### config.mk
export PLATFORM = sky130hd
export DESIGN_NAME = jk_ff_arbiter_flat
export DESIGN_NICKNAME = d
export VERILOG_FILES = /design/src/rtl/jk_ff_arbiter_if.sv /design/src/rtl/jk_ff_arbiter.sv /design/src/flat_wrapper.sv
export SDC_FILE = /design/constraint.sdc
export NUM_CORES = 1
export LEC_CHECK = 0
export CAP_MARGIN = 30
export CORE_MARGIN = 3
export CORE_UTILIZATION = 47
export CTS_CLUSTER_DIAMETER = 50
export DETAILED_ROUTE_END_ITERATION = 10
export GPL_TIMING_DRIVEN = 0
export PLACE_DENSITY = 0.73
export SYNTH_ARGS = -nofsm -noshare
export SYNTH_HDL_FRONTEND = slang
export SYNTH_SLANG_ARGS = --single-unit
### constraint.sdc
create_clock -name iClk -period 1.5 [get_ports iClk]
set_input_delay 0.225 -clock iClk [delete_from_list [all_inputs] [get_ports iClk]]
set_output_delay 0.225 -clock iClk [all_outputs]
set_load 0.005 [all_outputs]
### src/rtl/jk_ff_arbiter_if.sv
// jk_ff_arbiter_if: requester/flip-flop bundle shared by the arbiter and its users
//   iReq0/iReq1   request from requester 0/1, held until the matching ack
//   iJK0/iJK1     {J,K} command from requester 0/1
//   oGnt0/oGnt1   level: requester owns the flip-flop
//   oAck0/oAck1   one-cycle pulse: requester's command was applied
//   oTick         one-cycle pulse every DIV system cycles
//   oQ/oQ_bar     flip-flop state and its complement
//   oCount        applied-command counter, wraps 255 -> 0
interface jk_ff_arbiter_if;
    logic       iReq0;
    logic [1:0] iJK0;
    logic       iReq1;
    logic [1:0] iJK1;
    logic       oGnt0;
    logic       oGnt1;
    logic       oAck0;
    logic       oAck1;
    logic       oTick;
    logic       oQ;
    logic       oQ_bar;
    logic [7:0] oCount;

    modport master (
        output iReq0, iJK0, iReq1, iJK1,
        input  oGnt0, oGnt1, oAck0, oAck1, oTick, oQ, oQ_bar, oCount
    );

    modport slave (
        input  iReq0, iJK0, iReq1, iJK1,
        output oGnt0, oGnt1, oAck0, oAck1, oTick, oQ, oQ_bar, oCount
    );
endinterface

### src/rtl/jk_ff_arbiter.sv
// jk_ff_arbiter: round-robin sharing of one divided-clock JK flip-flop between two requesters
//   iClk    system clock, rising edge
//   iReset  asynchronous active-low reset
//   bus     jk_ff_arbiter_if.slave: requests/commands in; grants, acks, tick, Q, count out
//   DIV     system cycles per divided tick (2..65535)
module jk_ff_arbiter #(
    parameter int DIV = 10
) (
    input  logic                  iClk,
    input  logic                  iReset,
    jk_ff_arbiter_if.slave        bus
);
    typedef enum logic [1:0] {IDLE, GRANTED, ACK} state_t;

    localparam logic [15:0] CNT_LAST = 16'(DIV - 1);
    localparam logic [15:0] CNT_PRE  = 16'(DIV - 2);

    state_t      r_state;
    state_t      w_state_nxt;
    logic [15:0] r_cnt;
    logic        r_tick;
    logic        r_pri;
    logic        w_pri_nxt;
    logic        r_owner;
    logic        w_owner_nxt;
    logic [1:0]  r_jk;
    logic [1:0]  w_jk_nxt;
    logic        r_q;
    logic        w_q_nxt;
    logic        w_apply;
    logic [7:0]  r_count;
    logic        r_gnt0;
    logic        r_gnt1;
    logic        r_ack0;
    logic        r_ack1;

    // Free-running divider; the tick flag is registered one cycle ahead so it
    // is high exactly while cnt == DIV-1.
    always_ff @(posedge iClk or negedge iReset) begin
        if (!iReset) begin
            r_cnt  <= '0;
            r_tick <= 1'b0;
        end else begin
            r_cnt  <= (r_cnt == CNT_LAST) ? '0 : r_cnt + 16'd1;
            r_tick <= (r_cnt == CNT_PRE);
        end
    end

    always_comb begin
        w_state_nxt = r_state;
        w_owner_nxt = r_owner;
        w_jk_nxt    = r_jk;
        w_pri_nxt   = r_pri;
        w_apply     = 1'b0;
        unique case (r_state)
            IDLE: begin
                if (bus.iReq0 || bus.iReq1) begin
                    // Contention goes to the round-robin pointer, otherwise to the lone requester.
                    w_owner_nxt = (bus.iReq0 && bus.iReq1) ? r_pri : bus.iReq1;
                    w_jk_nxt    = w_owner_nxt ? bus.iJK1 : bus.iJK0;
                    w_state_nxt = GRANTED;
                end
            end
            GRANTED: begin
                if (r_tick) begin
                    w_apply     = 1'b1;
                    w_state_nxt = ACK;
                end
            end
            ACK: begin
                w_pri_nxt   = ~r_owner;
                w_state_nxt = IDLE;
            end
            default: w_state_nxt = IDLE;
        endcase
        w_q_nxt = !w_apply          ? r_q   :
                  (r_jk == 2'b11)   ? ~r_q  :
                  (r_jk == 2'b10)   ? 1'b1  :
                  (r_jk == 2'b01)   ? 1'b0  : r_q;
    end

    // Grant/ack outputs are registered from the next-state decode so they line
    // up with the state they describe.
    always_ff @(posedge iClk or negedge iReset) begin
        if (!iReset) begin
            r_state <= IDLE;
            r_owner <= 1'b0;
            r_jk    <= 2'b00;
            r_pri   <= 1'b0;
            r_q     <= 1'b0;
            r_count <= 8'd0;
            r_gnt0  <= 1'b0;
            r_gnt1  <= 1'b0;
            r_ack0  <= 1'b0;
            r_ack1  <= 1'b0;
        end else begin
            r_state <= w_state_nxt;
            r_owner <= w_owner_nxt;
            r_jk    <= w_jk_nxt;
            r_pri   <= w_pri_nxt;
            r_q     <= w_q_nxt;
            r_count <= w_apply ? r_count + 8'd1 : r_count;
            r_gnt0  <= (w_state_nxt != IDLE) && !w_owner_nxt;
            r_gnt1  <= (w_state_nxt != IDLE) &&  w_owner_nxt;
            r_ack0  <= (w_state_nxt == ACK)  && !w_owner_nxt;
            r_ack1  <= (w_state_nxt == ACK)  &&  w_owner_nxt;
        end
    end

    assign bus.oGnt0  = r_gnt0;
    assign bus.oGnt1  = r_gnt1;
    assign bus.oAck0  = r_ack0;
    assign bus.oAck1  = r_ack1;
    assign bus.oTick  = r_tick;
    assign bus.oQ     = r_q;
    assign bus.oQ_bar = ~r_q;
    assign bus.oCount = r_count;
endmodule

### src/flat_wrapper.sv
// flat-port wrapper written by rule: the top's interface ports become plain ports
module jk_ff_arbiter_flat 
#(
    parameter int DIV = 10
)
  (iClk, iReset, bus_iReq0, bus_iJK0, bus_iReq1, bus_iJK1, bus_oGnt0, bus_oGnt1, bus_oAck0, bus_oAck1, bus_oTick, bus_oQ, bus_oQ_bar, bus_oCount);
  jk_ff_arbiter_if bus_i ();
  input  logic iClk;
  input  logic iReset;
  input wire logic [$bits(bus_i.iReq0)-1:0] bus_iReq0;
  input wire logic [$bits(bus_i.iJK0)-1:0] bus_iJK0;
  input wire logic [$bits(bus_i.iReq1)-1:0] bus_iReq1;
  input wire logic [$bits(bus_i.iJK1)-1:0] bus_iJK1;
  output wire logic [$bits(bus_i.oGnt0)-1:0] bus_oGnt0;
  output wire logic [$bits(bus_i.oGnt1)-1:0] bus_oGnt1;
  output wire logic [$bits(bus_i.oAck0)-1:0] bus_oAck0;
  output wire logic [$bits(bus_i.oAck1)-1:0] bus_oAck1;
  output wire logic [$bits(bus_i.oTick)-1:0] bus_oTick;
  output wire logic [$bits(bus_i.oQ)-1:0] bus_oQ;
  output wire logic [$bits(bus_i.oQ_bar)-1:0] bus_oQ_bar;
  output wire logic [$bits(bus_i.oCount)-1:0] bus_oCount;
  assign bus_i.iReq0 = bus_iReq0;
  assign bus_i.iJK0 = bus_iJK0;
  assign bus_i.iReq1 = bus_iReq1;
  assign bus_i.iJK1 = bus_iJK1;
  assign bus_oGnt0 = bus_i.oGnt0;
  assign bus_oGnt1 = bus_i.oGnt1;
  assign bus_oAck0 = bus_i.oAck0;
  assign bus_oAck1 = bus_i.oAck1;
  assign bus_oTick = bus_i.oTick;
  assign bus_oQ = bus_i.oQ;
  assign bus_oQ_bar = bus_i.oQ_bar;
  assign bus_oCount = bus_i.oCount;
  jk_ff_arbiter #(.DIV(DIV)) u_core (.iClk(iClk), .iReset(iReset), .bus(bus_i));
endmodule
# After elaboration in Yosys (flattened, before gate mapping)
# Cells that the tools add are included.
[op_classes]
n_addsub = 2
bitwise_logic = 2
reduce_logical = 12
muxes = 13
eq_ne = 8
[ops]
columns = ["operator", "n"]
rows = [
  ["$eq 16x4->1 const B", 2],
  ["$add 16x1->16 const B", 1],
  ["$mux 16", 1],
  ["$add 8x1->8 const B", 1],
  ["$eq 2x2->1 const B", 4],
  ["$mux 1", 8],
  ["$mux 2", 3],
  ["$logic_and 1x1->1", 5],
  ["$eq 2x1->1 const B", 2],
  ["$pmux 2 s2", 1],
  ["$reduce_and 2->1", 2],
  ["$reduce_bool 3->1", 1],
  ["$logic_not 2->1", 1],
  ["$not 1->1", 2],
  ["$reduce_bool 2->1", 1],
  ["$logic_not 1->1", 1],
  ["$logic_or 1x1->1", 1],
]
[totals]
out_inout_bits = 15
in_bits = 8
ff_bits = 36
word_cells = 49

# Logic depth before layout (Yosys ltp)
# Gate-level depths: netlist (run 1).
[logic_depth]
word_depth = 6
depth_mapped = 5
depth_no_buf = 4

# Worst setup path after synthesis (run 1)
# OpenSTA, ideal clock, no wires.
[synth_path]
path_kind = "register to register"
from = "register u_core.r_cnt[9]"
to = "register u_core.r_cnt[2]"
slack_ps = 81
arrival_time_ps = 1301
required_ps = 1381
period_less_slack_ps = 1419
stages_incl_launch_ff = 5
setup_time_ps = 119
path_buffers = 0
path_cell_list = "dfrtp_1 -> or4_1 -> nor2_1 -> and4_4 -> nor2_1"
[synth_via]
elab_chain_cells = 2
[synth_lines]
columns = ["element", "line_no", "rtl"]
rows = [
  ["start, declared", "jk_ff_arbiter.sv:20", "logic [15:0] r_cnt;"],
  ["start signal, assigned", "jk_ff_arbiter.sv:44", "r_cnt <= (r_cnt == CNT_LAST) ? '0 : r_cnt + 16'd1;"],
  ["$eq 16x4->1", "jk_ff_arbiter.sv:44", ""],
  ["$mux 16", "jk_ff_arbiter.sv:44", ""],
]
# No other way between the ends.
# A chain may end at the register's enable or synchronous reset.

# Worst setup path in the final report (run 1)
[layout_path]
from = "register u_core.r_cnt[13]"
to = "register u_core.r_cnt[1]"
# The elaborated chain is that of the path after synthesis.

==> impl_metrics.tcl, run 1 <==
set metrics [dict create \
    outcome "complete, no violations" \
    synth_top_cell_by_area "dfrtp_1" \
    synth_area_leaders "dfrtp_1 (57%), xnor2_1 (8.4%), nand2_1 (3.4%)" \
    synthFlopType "dfrtp_1" \
    grt_first_pass_wirelength_um 5050 \
    syn-mean-instance-area_um2 11.4 \
    num_vias 1145 \
    hpwlAfterDp_um 1920 \
    reg2reg_setup_slack_ns 0.02 \
    clockRootBuffer "clkbuf_4" \
    overflow 0 \
    drt-vias-per-instance 5.02 \
    rr_worst_depth 4 \
    syn_area_um2 1570 \
    grt_pass1_vias 1100 \
    slew_headroom_pct 48.6 \
    whs_endpoint "u_core.bus.oQ" \
    yosysTopAreaCellShare_pct 57.5 \
    synthCells 137 \
    cts_buffers 5 \
    initial_core_util_pct 50.1 \
    switchingPower_uw 667 \
    period_share_pct 98.9 \
    combPwrFrac_pct 24.8 \
    antenna_found_initial 0 \
    ys_top_cells_by_count "dfrtp_1 (36), xnor2_1 (15), nand2_1 (14), nor2_1 (12), nand4_1 (8)" \
    syn_to_final_growth_pct 34.0 \
    design_area_um2 2100 \
    drt-initial-drc-count 57 \
    synth_edf_count 0 \
    power.density_nw_per_um2 1240 \
    chipWidth_um 63.8 \
    crit_fanout 4 \
    slew_viol_final 0 \
    startpoint_type "flop" \
    setup_viol 0 \
    crit_start "u_core.r_cnt[13]" \
    firstDrtPassIters 4 \
    ys_types 28 \
    whs_path_depth 1 \
    route.detailed.drc 0 \
    max-cap-violations 0 \
    place_area_um2 1840 \
    io_pins 23 \
    seq_power_share_pct 45.8 \
    grt_max_degree 37 \
    max_freq_mhz 674 \
    grt.met2_usage_pct 26.3 \
    busiest_layer "met2" \
    p_leak_nw 1.02 \
    worstHoldStart "u_core.r_jk[0]" \
    gp_congestion 0.809 \
    min_period_ns 1.48 \
    cts_buffer_depth 2 \
    clockPowerShare_pct 29.4 \
    cts_tree "yes" \
    tightest_slew_ns 0.771 \
    synth_async_sr_flop_share_pct 100 \
    switching_share_pct 25.6 \
    ys_seq_area_share_pct 57.5 \
    skew_ns 0.00364 \
    rr_startpoint "u_core.r_cnt[13]" \
    fp.dieH_um 63.8 \
    hold_class "reg2reg" \
    met3_usage_pct 4.75 \
    p_int_mw 1.94 \
    ys_seq_elements 36 \
    layout-drive-gt1-share_pct 21.7 \
    rows 20 \
    power_mw 2.61 \
    cts_htree_levels 2 \
    required_ns 1.74 \
    met1_usage_pct 19.4 \
    synth.most_common_cell "dfrtp_1" \
    ant_nets 0 \
    clock-sinks 36 \
    rsz0062_at_grt "true" \
    yosys_warnings 0 \
    fin_nets 195 \
    drt_wl_total_um 2980 \
    port_buffers 22 \
    r2r-end "u_core.r_cnt[1]" \
    synth_nets 149 \
    crit_type "reg2reg" \
    worstSetupEndpointType "flop" \
    die_area_um2 4060 \
    fillers 234 \
    core_um2 3130 \
    antennaDiodeCount 0 \
    tns_ns 0 \
    grtUsageTotal_pct 16.0 \
    peakVddDrop_mv 0.619 \
    clk_latency_ns 0.34 \
    arrival_ns 1.73 \
    path_clk_slew_ns 0.11 \
    final-hold-violation-count 0 \
    wl_per_cell_um 13.1 \
]
-- through the flow --
stage          util, %  hold slack (ns)  instances  worst slack (ns)
5_1_grt           67.2            0.493        228           -0.0321
6_report          67.2            0.469        228            0.0162
3_3_place_gp      58.9            0.447        203            -0.508
3_5_place_dp      58.8            0.351        203           -0.0224
2_1_floorplan        -          -0.0706        137            0.0807
4_1_cts           64.6            0.475        222            0.0109
-- flip-flops by register name, summed over array words and instances (netlist names) --
name / cells
u_core.bus.oCount: 8
u_core.r_owner: 1
u_core.bus.oGnt1: 1
u_core.r_jk: 2
u_core.bus.oGnt0: 1
u_core.bus.oTick: 1
u_core.bus.oAck0: 1
u_core.bus.oQ: 1
u_core.bus.oAck1: 1
u_core.r_cnt: 16
u_core.r_pri: 1
u_core.r_state: 2
-- layout make-up --
type                            instances  area [µm²]  share of cell area [%]
Multi-Input combinational cell         96         674                    32.1
Sequential cell                        36         902                    42.9
Tap cell                               44        55.1                    2.62
Timing Repair Buffer                   39         352                    16.7
Clock inverter                          1        30.0                    1.43
Clock buffer                            7        65.1                    3.10
Inverter                                4        15.0                   0.715
Buffer                                  1        7.51                   0.357
-- worst max-delay path: stages, from the launching register on --
cell and delay, ns:
dfrtp_1 0.40, or4_4 0.56, nor2_4 0.12, and4_4 0.26, nor2b_2 0.05
-- how the worst max path moves through the flow --
stage	endpoint	slack [ns]	cells after the start
final	u_core.r_cnt[1]	0.02	4
after global routing	u_core.r_cnt[1]	-0.03	4
after CTS	bus_oCount[6]	0.01	1
after detailed placement	u_core.r_state[0]	-0.02	3
after global placement	u_core.bus.oCount[4]	-0.51	1
after floorplan	u_core.r_cnt[2]	0.08	4
-- metal layers --
| metal | part of all wire [%] | wire length, µm | up-vias |
|---|---|---|---|
| li1 | - | - | 563 |
| met1 | 43 | 1290 | 556 |
| met2 | 50 | 1500 | 20 |
| met3 | 4.4 | 132 | 6 |
| met4 | 1.9 | 57 | 0 |
| met5 | 0 | 0 | - |
-- power groups by stage --
stage               Sequential, mW  Clock [mW]  Combinational [mW]
global route                  1.22       0.837               0.714
global placement              1.24           0               0.501
CTS                           1.20       0.790               0.618
detailed placement            1.25           0               0.517
finish                        1.19       0.765               0.646
floorplan                     1.23           0               0.249
-- cells by family after synthesis --
group | count (synthesis) | synth area share, %
buf+inv | 5 | 1.28
simple gates | 58 | 20.2
xor+xnor | 21 | 11.7
mux | 4 | 2.71
fa+ha+maj | 4 | 3.19
flops | 36 | 57.5
compound gates | 9 | 3.43
-- cells in the final DEF, fill, tap and decap left out, types with 3 or more instances in the layout --
| cell type | count |
|---|---|
| dfrtp_1 | 35 |
| ha_1 | 4 |
| clkbuf_4 | 5 |
| xnor2_1 | 15 |
| clkdlybuf4s50_1 | 17 |
| and3_1 | 5 |
| dlymetal6s2s_1 | 3 |
| inv_1 | 4 |
| o21ai_0 | 5 |
| nand3_1 | 4 |
| buf_4 | 17 |
| nor2_1 | 7 |
| nand2_1 | 14 |
| nor2_2 | 4 |
| xor2_1 | 6 |
| nand4_1 | 8 |
| nand2b_1 | 3 |
-- timing repair --
| action | in CTS | in global routing |
|---|---|---|
| resized for setup | 2 | 13 |
| setup endpoints to repair | 14 | 15 |
| hold buffers | 1 | 0 |
| hold endpoints to repair | 36 | 0 |
| pin swaps | 0 | 4 |
| setup buffers | 10 | 6 |
No activity file was read; power rests on OpenSTA's default activity.
==> run 2, diff against run 1 <==
CORE_MARGIN = default   (was 3)
==> impl_metrics.tcl, run 2 (synthesis gave the netlist of run 1 again) <==
set metrics [dict create \
    r2r-end "u_core.r_cnt[2]" \
    cts_buffers 5 \
    grtUsageTotal_pct 19.0 \
    seq_power_share_pct 48.8 \
    violations "setup timing" \
    required_ns 1.73 \
    clock-sinks 36 \
    fin_nets 195 \
    cts_buffer_depth 2 \
    p_leak_nw 1.02 \
    grt_max_degree 37 \
    crit_fanout 4 \
    switching_share_pct 26.4 \
    multi_input_area_um2 667 \
    worstHoldStart "u_core.r_jk[0]" \
    grt_pass1_vias 1142 \
    arrival_ns 1.74 \
    design_area_um2 2080 \
    clk_latency_ns 0.34 \
    final-hold-violation-count 0 \
    tightest_slew_ns 0.780 \
    final_util_pct 67.0 \
    startpoint_type "flop" \
    wl_per_cell_um 13.3 \
    p_int_mw 1.82 \
    combPwrFrac_pct 24.3 \
    grt_first_pass_wirelength_um 4900 \
    cts_htree_levels 2 \
    slew_headroom_pct 48.0 \
    max-cap-violations 0 \
    clockRootBuffer "clkbuf_4" \
    chipWidth_um 59.8 \
    port_buffers 22 \
    power_mw 2.47 \
    antennaDiodeCount 0 \
    switchingPower_uw 651 \
    initial_core_util_pct 50.5 \
    min_period_ns 1.50 \
    drt_wl_total_um 3030 \
    setup_viol 1 \
    max_freq_mhz 665 \
    clockPowerShare_pct 26.9 \
    drt-initial-drc-count 44 \
    gp_congestion 0.797 \
    hpwlAfterDp_um 1860 \
    fillers 272 \
    io_pins 23 \
    largest_register "u_core.r_cnt" \
    ant_nets 0 \
    rows 20 \
    peakVddDrop_mv 0.784 \
    rr_startpoint "u_core.r_cnt[7]" \
    whs_path_depth 1 \
    period_share_pct 100 \
    power.density_nw_per_um2 1190 \
    hold_class "reg2reg" \
    largest_register_ffs 16 \
    layout-drive-gt1-share_pct 20.1 \
    skew_ns 0.0119 \
    crit_type "reg2reg" \
    core_um2 3100 \
    overflow 0 \
    slew_viol_final 0 \
    antenna_found_initial 0 \
    hold_slack_ns 0.474 \
    route.detailed.drc 0 \
    fp.dieH_um 59.8 \
    worstSetupEndpointType "flop" \
    reg2reg_setup_slack_ns -0.004 \
    rsz0062_at_grt "true" \
    final_cell_mix "dfrtp_1 (34), buf_4 (17), clkdlybuf4s50_1 (16), xnor2_1 (15), nand2_1 (14)" \
    seqCellArea_um2 903 \
    final_common_cell "dfrtp_1" \
    whs_endpoint "u_core.bus.oQ" \
    path_clk_slew_ns 0.11 \
    syn_to_final_growth_pct 32.6 \
    place_area_um2 1840 \
    die_area_um2 3570 \
    num_vias 1166 \
    rr_worst_depth 4 \
    post-place-ws_ns -0.0123 \
    outcome "complete, but fails checks" \
    worst_slack_ns -0.00363 \
    drt-vias-per-instance 5.11 \
    firstDrtPassIters 4 \
    cts_tree "yes" \
]
[run 2: repair_timing]
action                                  4_1_cts  5_1_grt
setup buffers                                10        6
gates resized for setup                       5        9
endpoints found under the setup margin       14       14
hold buffers                                  1        0
endpoints found under the hold margin        36        0
pin swaps                                     1        2
[run 2: layout make-up]
cell class | count | area share (%)
Sequential cell | 36 | 43.5
Multi-Input combinational cell | 96 | 32.1
Timing Repair Buffer | 39 | 17.0
Tap cell | 44 | 2.65
Clock buffer | 6 | 1.99
Clock inverter | 2 | 1.69
Inverter | 4 | 0.722
Buffer | 1 | 0.361
[run 2: per-stage QoR]
stage               instances  setup TNS, ns
global route              228         -0.158
detailed placement        203        -0.0381
finish                    228       -0.00363
CTS                       222              0
global placement          203         -18.88
floorplan                 137              0
[run 2: power by group through the flow]
stage                     clock network (mW)  logic (mW)  registers (mW)
after global placement                     0       0.499            1.24
after CTS                              0.687       0.611            1.20
after detailed placement                   0       0.507            1.25
after floorplan                            0       0.249            1.23
final                                  0.663       0.600            1.20
after global routing                   0.751       0.673            1.22
[run 2: worst max-delay path by stage]
stage | from | to | depth (start not counted)
CTS | u_core.r_cnt[12] | u_core.r_cnt[2] | 4
detailed placement | u_core.r_cnt[9] | u_core.r_cnt[2] | 4
finish | u_core.r_cnt[7] | u_core.r_cnt[2] | 4
global route | u_core.r_cnt[7] | u_core.r_cnt[2] | 4
global placement | iReset | u_core.bus.oCount[4] | 1
floorplan | u_core.r_cnt[9] | u_core.r_cnt[2] | 4
[run 2: worst max-delay path, cell delays in order (launching register included)]
cell and delay [ns]:
dfrtp_1 0.43, or4_4 0.54, nor2_4 0.13, and4_4 0.24
nor2_1 0.06
[run 2: layer usage]
layer,track usage (%),wire length [µm]
met5,0,0
met3,8.01,166
met2,30.5,1540
met1,21.6,1270
met4,9.63,55
